$ cat config.mk
export PLATFORM = sky130hd
export DESIGN_NAME = clb_config_loader_flat
export DESIGN_NICKNAME = d
export VERILOG_FILES = /design/src/rtl/clb_config_loader_pkg.sv /design/src/rtl/clb_config_loader_if.sv /design/src/rtl/clb_config_loader_frame_shifter.sv /design/src/rtl/clb_config_loader.sv /design/src/flat_wrapper.sv
export SDC_FILE = /design/constraint.sdc
export NUM_CORES = 1
export LEC_CHECK = 0
export BUFFER_PORTS_ARGS = -buffer_cell sky130_fd_sc_hd__buf_2
export CAP_MARGIN = 20
export CORE_ASPECT_RATIO = 2
export CORE_MARGIN = 2
export CORE_UTILIZATION = 55
export CTS_BUF_LIST = sky130_fd_sc_hd__clkbuf_4
export DETAILED_ROUTE_END_ITERATION = 8
export PLACE_DENSITY = 0.87
export SLEW_MARGIN = 20
export SYNTH_ARGS = -nofsm -noshare
export SYNTH_HDL_FRONTEND = slang
export SYNTH_SLANG_ARGS = --single-unit
$ cat constraint.sdc
create_clock -name K -period 2.95 [get_ports K]
set_input_delay 0.59 -clock K [delete_from_list [all_inputs] [get_ports K]]
set_output_delay 0.59 -clock K [all_outputs]
set_load 0.02 [all_outputs]
$ cat src/rtl/clb_config_loader_pkg.sv
// Shared constants for the CLB configuration loader: frame geometry, CLB field map,
// loader states and the power-on CLB configuration.
package clb_cfg_pkg;

    localparam int CFG_W   = 37;
    localparam int FRAME_W = CFG_W + 1;
    localparam int IDX_W   = 6;

    // CLB field map; bit 36 is the first data bit on the wire
    localparam int FLOPORLATCH_BIT = 36;
    localparam int DQMUX2_BIT      = 35;
    localparam int DQMUX1_BIT      = 34;
    localparam int O2M_LSB         = 28;
    localparam int O2M_W           = 6;
    localparam int COMBOPT_LSB     = 26;
    localparam int COMBOPT_W       = 2;
    localparam int MUX_LSB         = 16;
    localparam int MUX_W           = 10;
    localparam int MEM_LSB         = 0;
    localparam int MEM_W           = 16;

    typedef enum logic [2:0] {
        IDLE,
        HUNT,
        SHIFT,
        DONE,
        ERROR
    } state_t;

    localparam logic [CFG_W-1:0] CLB_CFG_DEFAULT = 37'h3_802A_0116;

endpackage

$ cat src/rtl/clb_config_loader_if.sv
// Serial bitstream port: one bit per din_valid & din_ready handshake, MSB first.
// The loader is the slave; the device config port is the master.
interface clb_config_loader_if;
    logic din;
    logic din_valid;
    logic din_ready;

    modport master (output din, output din_valid, input din_ready);
    modport slave  (input din, input din_valid, output din_ready);
endinterface

$ cat src/rtl/clb_config_loader_frame_shifter.sv
// Collects CFG_W data bits plus an odd-parity bit; frame_done/frame_ok are combinational
// on the accepted parity bit. Advances only on i_bit_vld, so upstream stalls are free.
module clb_frame_shifter
    import clb_cfg_pkg::*;
(
    input  logic             K,
    input  logic             rst_n,
    input  logic             i_clr,
    input  logic             i_bit_vld,
    input  logic             i_bit,
    output logic             o_frame_done,
    output logic             o_frame_ok,
    output logic [CFG_W-1:0] o_frame_data
);

    logic [CFG_W-1:0] r_sr;
    logic [5:0]       r_cnt;
    logic             r_par;

    // The parity bit is never stored: data is complete once it arrives.
    assign o_frame_done = i_bit_vld && (r_cnt == 6'(FRAME_W - 1));
    assign o_frame_ok   = r_par ^ i_bit;
    assign o_frame_data = r_sr;

    always_ff @(posedge K or negedge rst_n) begin
        if (!rst_n) begin
            r_sr  <= '0;
            r_cnt <= '0;
            r_par <= 1'b0;
        end else if (i_clr || o_frame_done) begin
            r_cnt <= '0;
            r_par <= 1'b0;
        end else if (i_bit_vld) begin
            r_sr  <= {r_sr[CFG_W-2:0], i_bit};
            r_cnt <= r_cnt + 6'd1;
            r_par <= r_par ^ i_bit;
        end
    end

endmodule

$ cat src/rtl/clb_config_loader.sv
// Hunts the bitstream for PREAMBLE, then commits one parity-checked frame per CLB slot;
// a slot is written one cycle after its parity bit. Stalls on din_valid gaps; ready only in HUNT/SHIFT.
module clb_config_loader
    import clb_cfg_pkg::*;
#(
    parameter int         NUM_CLB  = 4,
    parameter logic [7:0] PREAMBLE = 8'hB2
) (
    input  logic                     K,
    input  logic                     rst_n,
    input  logic                     start,
    clb_config_loader_if.slave       s_in,
    output logic [NUM_CLB*CFG_W-1:0] cfg_data,
    output logic                     cfg_update,
    output logic [IDX_W-1:0]         cfg_idx,
    output logic                     busy,
    output logic                     done,
    output logic                     err
);

    state_t                   r_state, w_state_nxt;
    logic [7:0]               r_win;
    logic [7:0]               w_win_nxt;
    logic [NUM_CLB*CFG_W-1:0] r_cfg_data;
    logic                     r_cfg_update;
    logic [IDX_W-1:0]         r_cfg_idx;
    logic                     w_active, w_accept, w_hunt_hit, w_sh_bit, w_last, w_commit;
    logic                     w_frame_done, w_frame_ok;
    logic [CFG_W-1:0]         w_frame_data;

    assign w_active       = (r_state == HUNT) || (r_state == SHIFT);
    assign s_in.din_ready = w_active;
    // start takes priority: a bit handshaken in the same cycle is dropped
    assign w_accept       = s_in.din_valid && w_active && !start;
    assign w_win_nxt      = {r_win[6:0], s_in.din};
    assign w_hunt_hit     = (r_state == HUNT) && w_accept && (w_win_nxt == PREAMBLE);
    assign w_sh_bit       = (r_state == SHIFT) && w_accept;
    assign w_last         = (r_cfg_idx == IDX_W'(NUM_CLB - 1));
    assign w_commit       = w_frame_done && w_frame_ok;

    clb_frame_shifter u_shifter (
        .K            (K),
        .rst_n        (rst_n),
        .i_clr        (start),
        .i_bit_vld    (w_sh_bit),
        .i_bit        (s_in.din),
        .o_frame_done (w_frame_done),
        .o_frame_ok   (w_frame_ok),
        .o_frame_data (w_frame_data)
    );

    always_comb begin
        w_state_nxt = r_state;
        if (start) begin
            w_state_nxt = HUNT;
        end else begin
            case (r_state)
                HUNT:    if (w_hunt_hit) w_state_nxt = SHIFT;
                SHIFT: begin
                    if (w_frame_done) begin
                        if (!w_frame_ok)  w_state_nxt = ERROR;
                        else if (w_last)  w_state_nxt = DONE;
                    end
                end
                default: w_state_nxt = r_state;
            endcase
        end
    end

    always_ff @(posedge K or negedge rst_n) begin
        if (!rst_n) r_state <= IDLE;
        else        r_state <= w_state_nxt;
    end

    always_ff @(posedge K or negedge rst_n) begin
        if (!rst_n) begin
            r_win        <= '0;
            r_cfg_idx    <= '0;
            r_cfg_update <= 1'b0;
            r_cfg_data   <= {NUM_CLB{CLB_CFG_DEFAULT}};
        end else begin
            r_cfg_update <= w_commit;
            if (start) begin
                r_win     <= '0;
                r_cfg_idx <= '0;
            end else begin
                if ((r_state == HUNT) && w_accept) r_win <= w_win_nxt;
                // idx moves on the cycle after the pulse; it stays on the last slot in DONE
                if (r_cfg_update && (r_state == SHIFT)) r_cfg_idx <= r_cfg_idx + 1'b1;
            end
            if (w_commit) r_cfg_data[r_cfg_idx*CFG_W +: CFG_W] <= w_frame_data;
        end
    end

    assign cfg_data   = r_cfg_data;
    assign cfg_update = r_cfg_update;
    assign cfg_idx    = r_cfg_idx;
    assign busy       = w_active;
    assign done       = (r_state == DONE);
    assign err        = (r_state == ERROR);

endmodule
$ cat src/flat_wrapper.sv
// flat-port wrapper written by rule: the top's interface ports become plain ports
module clb_config_loader_flat import clb_cfg_pkg::*;
#(
    parameter int         NUM_CLB  = 4,
    parameter logic [7:0] PREAMBLE = 8'hB2
)
  (K, rst_n, start, cfg_data, cfg_update, cfg_idx, busy, done, err, s_in_din, s_in_din_valid, s_in_din_ready);
  clb_config_loader_if s_in_i ();
  input  logic K;
  input  logic rst_n;
  input  logic start;
  output logic [NUM_CLB*CFG_W-1:0] cfg_data;
  output logic cfg_update;
  output logic [IDX_W-1:0] cfg_idx;
  output logic busy;
  output logic done;
  output logic err;
  input wire logic [$bits(s_in_i.din)-1:0] s_in_din;
  input wire logic [$bits(s_in_i.din_valid)-1:0] s_in_din_valid;
  output wire logic [$bits(s_in_i.din_ready)-1:0] s_in_din_ready;
  assign s_in_i.din = s_in_din;
  assign s_in_i.din_valid = s_in_din_valid;
  assign s_in_din_ready = s_in_i.din_ready;
  clb_config_loader #(.NUM_CLB(NUM_CLB), .PREAMBLE(PREAMBLE)) u_core (.K(K), .rst_n(rst_n), .start(start), .s_in(s_in_i), .cfg_data(cfg_data), .cfg_update(cfg_update), .cfg_idx(cfg_idx), .busy(busy), .done(done), .err(err));
endmodule
Word level (Yosys, flattened, before mapping) --
Index checks and enable logic that the tools add are counted.
Word-level totals: bits in registers 209, input bits 5, output and inout bits 159, logic and storage cells 58
Operators by class: add/subtract/negate cells 3, multiply operators 1, eq/ne operators 10, shift operators 2, mux-type cells 15, bitwise operators 2, reductions and logical operators 17
Operators by type and width (count):
- 148-bit bitwise mux | 1
- 37-bit by 34-bit variable shift with 148-bit output (first input constant) | 1
- 37-bit by 34-bit variable part select with 148-bit output | 1
- 12-bit negation with 34-bit output | 1
- 6-bit two-way mux | 4
- 3-bit two-way mux | 5
- 7-bit two-way mux | 2
- 6-bit by 1-bit adder with 6-bit output (second input constant) | 2
- 6-bit by 6-bit multiplier with 12-bit output (second input constant) | 1
- 8-bit == test (second input constant) | 1
- 1-bit logical AND | 8
- 3-bit by 2-bit == test with 1-bit output (second input constant) | 2
- 6-bit by 2-bit == test with 1-bit output (second input constant) | 1
- 6-bit == test (second input constant) | 1
- 3-bit one-hot mux with 2 select lines | 1
- 2-bit nonzero test | 3
- 4-bit by 3-bit inequality test with 1-bit output (second input constant) | 1
- 4-bit AND reduction | 1
- 3-bit by 1-bit == test with 1-bit output (second input constant) | 1
- 3-bit == test (second input constant) | 1
- 3-bit by 2-bit inequality test with 1-bit output (second input constant) | 1
- 3-bit inequality test (second input constant) | 1
- 3-bit nonzero test | 1
- 1-bit logical OR | 2
- 5 further kinds | 6

Depth between registers and ports, before layout --
word-level depth 9, mapped depth 9, depth with buffers taken out 6

By module --
From an unflattened synthesis, not the netlist that was laid out.
Second synthesis, totals: cells, all modules 661, area total of the unflattened synthesis 8916.1 sq um
By module, submodules not included:
- clb_config_loader | times used 1, cells an instance 544, area each 7119.3 sq um, sequential area each 4179.0 sq um
- clb_frame_shifter | times used 1, cells an instance 117, area each 1796.7 sq um, sequential area each 1101.1 sq um

Least setup slack after synthesis --
Ideal clock, no wire load.
kind reg-to-reg, start point register u_core.r_cfg_idx[0], in the netlist u_core.cfg_idx[0], end point register u_core.r_cfg_data[72], in the netlist u_core.cfg_data[72], library setup time 0.127 ns, arrival 2.404 ns, required time 2.823 ns, setup slack 0.419 ns, cell stages (with the launch flop) 10, buffers on the path 3, clock period less this slack 2.531 ns, path through dfrtp_1 -> buf_2 -> inv_1 -> ha_1 -> o21bai_1 -> a211oi_1 -> o2111a_1 -> buf_4 -> buf_6 -> mux2_1
On the way: cells in the longest elaborated chain, start to end 4, elaborated cells between the ends (all ways) 5, classes of those cells 1 x add/sub; 1 x mul; 2 x shift; 1 x mux
Ends and longest elaborated chain:
- from (decl) | RTL line clb_config_loader.sv:26 | logic [IDX_W-1:0] r_cfg_idx;
- from (signal assigned) | RTL line clb_config_loader.sv:89 | if (r_cfg_update && (r_state == SHIFT)) r_cfg_idx <= r_cfg_idx + 1'b1;
- 6-bit by 6-bit multiplier with 12-bit output * | RTL line clb_config_loader.sv:91 | if (w_commit) r_cfg_data[r_cfg_idx*CFG_W +: CFG_W] <= w_frame_data;
- 12-bit negation with 34-bit output * | RTL line clb_config_loader.sv:91
- 37-bit by 34-bit variable part select with 148-bit output / 37-bit by 34-bit variable shift with 148-bit output (equally long branches) | RTL line clb_config_loader.sv:91
- 148-bit bitwise mux * | RTL line clb_config_loader.sv:91
- to (signal assigned) | RTL line clb_config_loader.sv:80 | r_cfg_data <= {NUM_CLB{CLB_CFG_DEFAULT}};
- to (signal, indexed assignment) | RTL line clb_config_loader.sv:91
- to (decl) | RTL line clb_config_loader.sv:24 | logic [NUM_CLB*CFG_W-1:0] r_cfg_data;
Mark *: on every way between the ends. The rest lies on a longest branch, timed or not. A chain may end at the register's enable or synchronous reset.

Final worst setup path --
start point register u_core.r_cfg_idx[0], in the netlist u_core.cfg_idx[0], end point register u_core.r_cfg_data[44], in the netlist u_core.cfg_data[44]
The elaborated chain is that of the path after synthesis.

==> impl_metrics.yaml <==
outcome:
  outcome: "completed"
die:
  initial_core_util: 0.555
  die_h_um: 184
  die_area_mm2: 0.0173
  rows: 66
  core_area_mm2: 0.0161
  num_io_pins: 164
  die_w_um: 94.1
timing:
  slew_headroom: 0.303
  slew_viol_final: 0
  fin_ws_ns: 0.359
  worst_pin_slew_ns: 1.04
  setup_tns_ns: 0
  period_needed_ns: 2.59
  fin_crit_sh: 0.878
  timing.fmax_mhz: 386
  setup_viol_count_final: 0
  hold_viol: 0
  skew_ns: 0.0309
  grt_setup_unrepaired: "false"
finish:
  area_growth_pct: 18.5
  fin_nets: 844
  layout.cells.non_filler: 1074
  final_layout_size_suffix_gt1_frac: 0.495
  final_cell_mix: "dfrtp_1, buf_2, clkbuf_4"
  final_common_cell: "dfrtp_1"
global_route:
  antenna_found_initial: 1
  grt_max_degree: 80
  grt_pass1_vias: 6217
  grt_pass1_wl_um: 32400
  grt_usage: 0.235
  overflow: 0
flow_run:
  maxCapViolCount: 0
pwr:
  p_leak_uw: 0.00564
  power_density_mw_per_mm2: 486
  vdd_drop_max_mv: 0.347
cts:
  path_clk_slew_ns: 0.07
  root_buffer: "clkbuf_4"
  clk_latency_ns: 0.60
  clock_sinks: 209
  cts_buffers: 45
  clock_path_buffers: 3
  hold_buffers: 0
  cts_tree: "built"
  cts_htree_levels: 2
  cts_setup_buffers: 0
  cts_resized: 0
placed_design:
  dp_hpwl_um: 13300
  routabilityCongestion: 0.846
  dpl.cell_count: 992
  port-buffer-count: 163
  post-place-ws_ns: 0.359
setup_path:
  worstSetupStartpointType: "register"
  rr_endpoint: "u_core.cfg_data[44]"
  critPathKind: "register to register"
  arrival_ns: 3.11
  critical_path_peak_fanout: 17
  crit_path_end_kind: "register"
  required_ns: 3.47
  timing.rr.start: "u_core.cfg_idx[0]"
  timing.reg2reg.setup_slack_ns: 0.36
  reg2reg_depth: 7
yosys:
  syn_area_mm2: 0.00893
  async_flop_share: 1.00
  ys_ff_latch: 209
  yosysSeqAreaShare: 0.591
  synth_fp_nets: 653
  synth_edf_count: 0
  yosysTopAreaCellShare: 0.473
  synth_cells: 644
  avgSynthCellArea_um2: 13.9
  synth_area_leaders: "dfrtp_1, dfstp_2, mux2_4"
  ys_warn_count: 0
  yosysUniqueCellTypes: 52
  yosys.area.top_type: "dfrtp_1"
  synth_flop_cell: "dfrtp_1"
hold_path:
  hold_path.class: "input port to asynchronous set/reset pin"
routing:
  via_per_inst: 5.48
  route.detailed.drc: 0
  wirelength_um: 19800
  drt_iter0_drc: 236
  route.vias.total: 5881
  ant_nets: 0
  dr.pass1.iters: 4
  wl_per_cell_um: 18.4
[where the power goes]
group / switching [µW] / internal [µW] / leakage (µW) / total [µW]
Sequential: 1.99 / 2870 / 0.00263 / 2870
Clock: 1070 / 1120 / 0.000356 / 2190
Combinational: 69.5 / 18.9 / 0.00266 / 88.4
Total: 1140 / 4010 / 0.00564 / 5150
[Yosys cell counts, types with 8 or more instances]
library cell,count
nand2b_1,9
nor2_1,13
mux2i_1,38
dfrtp_1,169
inv_1,41
a22o_1,26
mux2_4,60
nor2b_1,9
clkbuf_1,13
buf_2,11
nand2_1,52
o21ai_0,9
dfstp_2,40
buf_6,8
mux2_2,58
[state kept, by name, indices dropped and copies added (netlist names)]
name,flops
u_core.cfg_data,148
u_core.u_shifter.o_frame_data,37
u_core.r_win,7
u_core.cfg_idx,6
u_core.u_shifter.r_cnt,6
u_core.r_state,3
u_core.cfg_update,1
u_core.u_shifter.r_par,1
[per-stage QoR]
step / total power [µW] / hold WS (ns) / utilization / area, µm²
6_report: 5150 / 0.0202 / 0.657 / 10600
5_1_grt: 5370 / 0.0315 / 0.657 / 10600
4_1_cts: 5220 / 0.0159 / 0.657 / 10600
3_5_place_dp: 3020 / 0.462 / 0.621 / 10000
3_3_place_gp: 3010 / 0.450 / 0.621 / 10000
2_1_floorplan: 2940 / 0.294 / - / 8930
[how the worst max path moves through the flow]
stage / start / to / cells after the start
final: u_core.cfg_idx[0] / u_core.cfg_data[44] / 7
after global routing: u_core.cfg_idx[0] / u_core.cfg_data[44] / 7
after CTS: u_core.cfg_idx[1] / u_core.cfg_data[82] / 7
after detailed placement: u_core.cfg_idx[1] / u_core.cfg_data[82] / 7
after global placement: u_core.cfg_idx[0] / u_core.cfg_data[59] / 6
after floorplan: u_core.cfg_idx[0] / u_core.cfg_data[72] / 9
[metal layers]
layer  up-vias  GRT usage  wire length, µm
li1       2648          -                -
met1      2974      0.313             8310
met2       219      0.377             9610
met3        40     0.0548             1380
met4         0     0.0881              484
met5         -          0                0
[kinds of logic (layout without fill, tap and decap cells)]
logic type | Yosys count | in the layout | synth area share
AO/OA/AOI/OAI | 59 | 59 | 0.0534
XOR/XNOR | 10 | 10 | 0.00980
adder cells (fa/ha/maj) | 4 | 4 | 0.00560
buffers and inverters | 79 | 304 | 0.0440
flip-flops | 209 | 209 | 0.591
multiplexers | 161 | 161 | 0.223
other | 0 | 1 | 0
AND/OR/NAND/NOR | 122 | 122 | 0.0735
[worst max-delay path, cell delays in order (launching register included)]
cell and delay (ns):
dfrtp_1 0.57, inv_1 0.08, ha_1 0.29, o21bai_1 0.18
a211oi_1 0.35, o2111a_2 0.59, buf_4 0.29, a22o_1 0.16
[layout make-up]
cell class / count / area, µm²
diodes: 1 / 2.50
clock buffers: 73 / 548
clock inverters: 8 / 31.3
fillers: 1201 / 5520
inverters: 41 / 154
multi-input cells: 356 / 3290
flip-flops and latches: 209 / 5280
well taps: 204 / 255
repair buffers: 182 / 1030
Note: power is estimated with default switching activity, not from simulation.
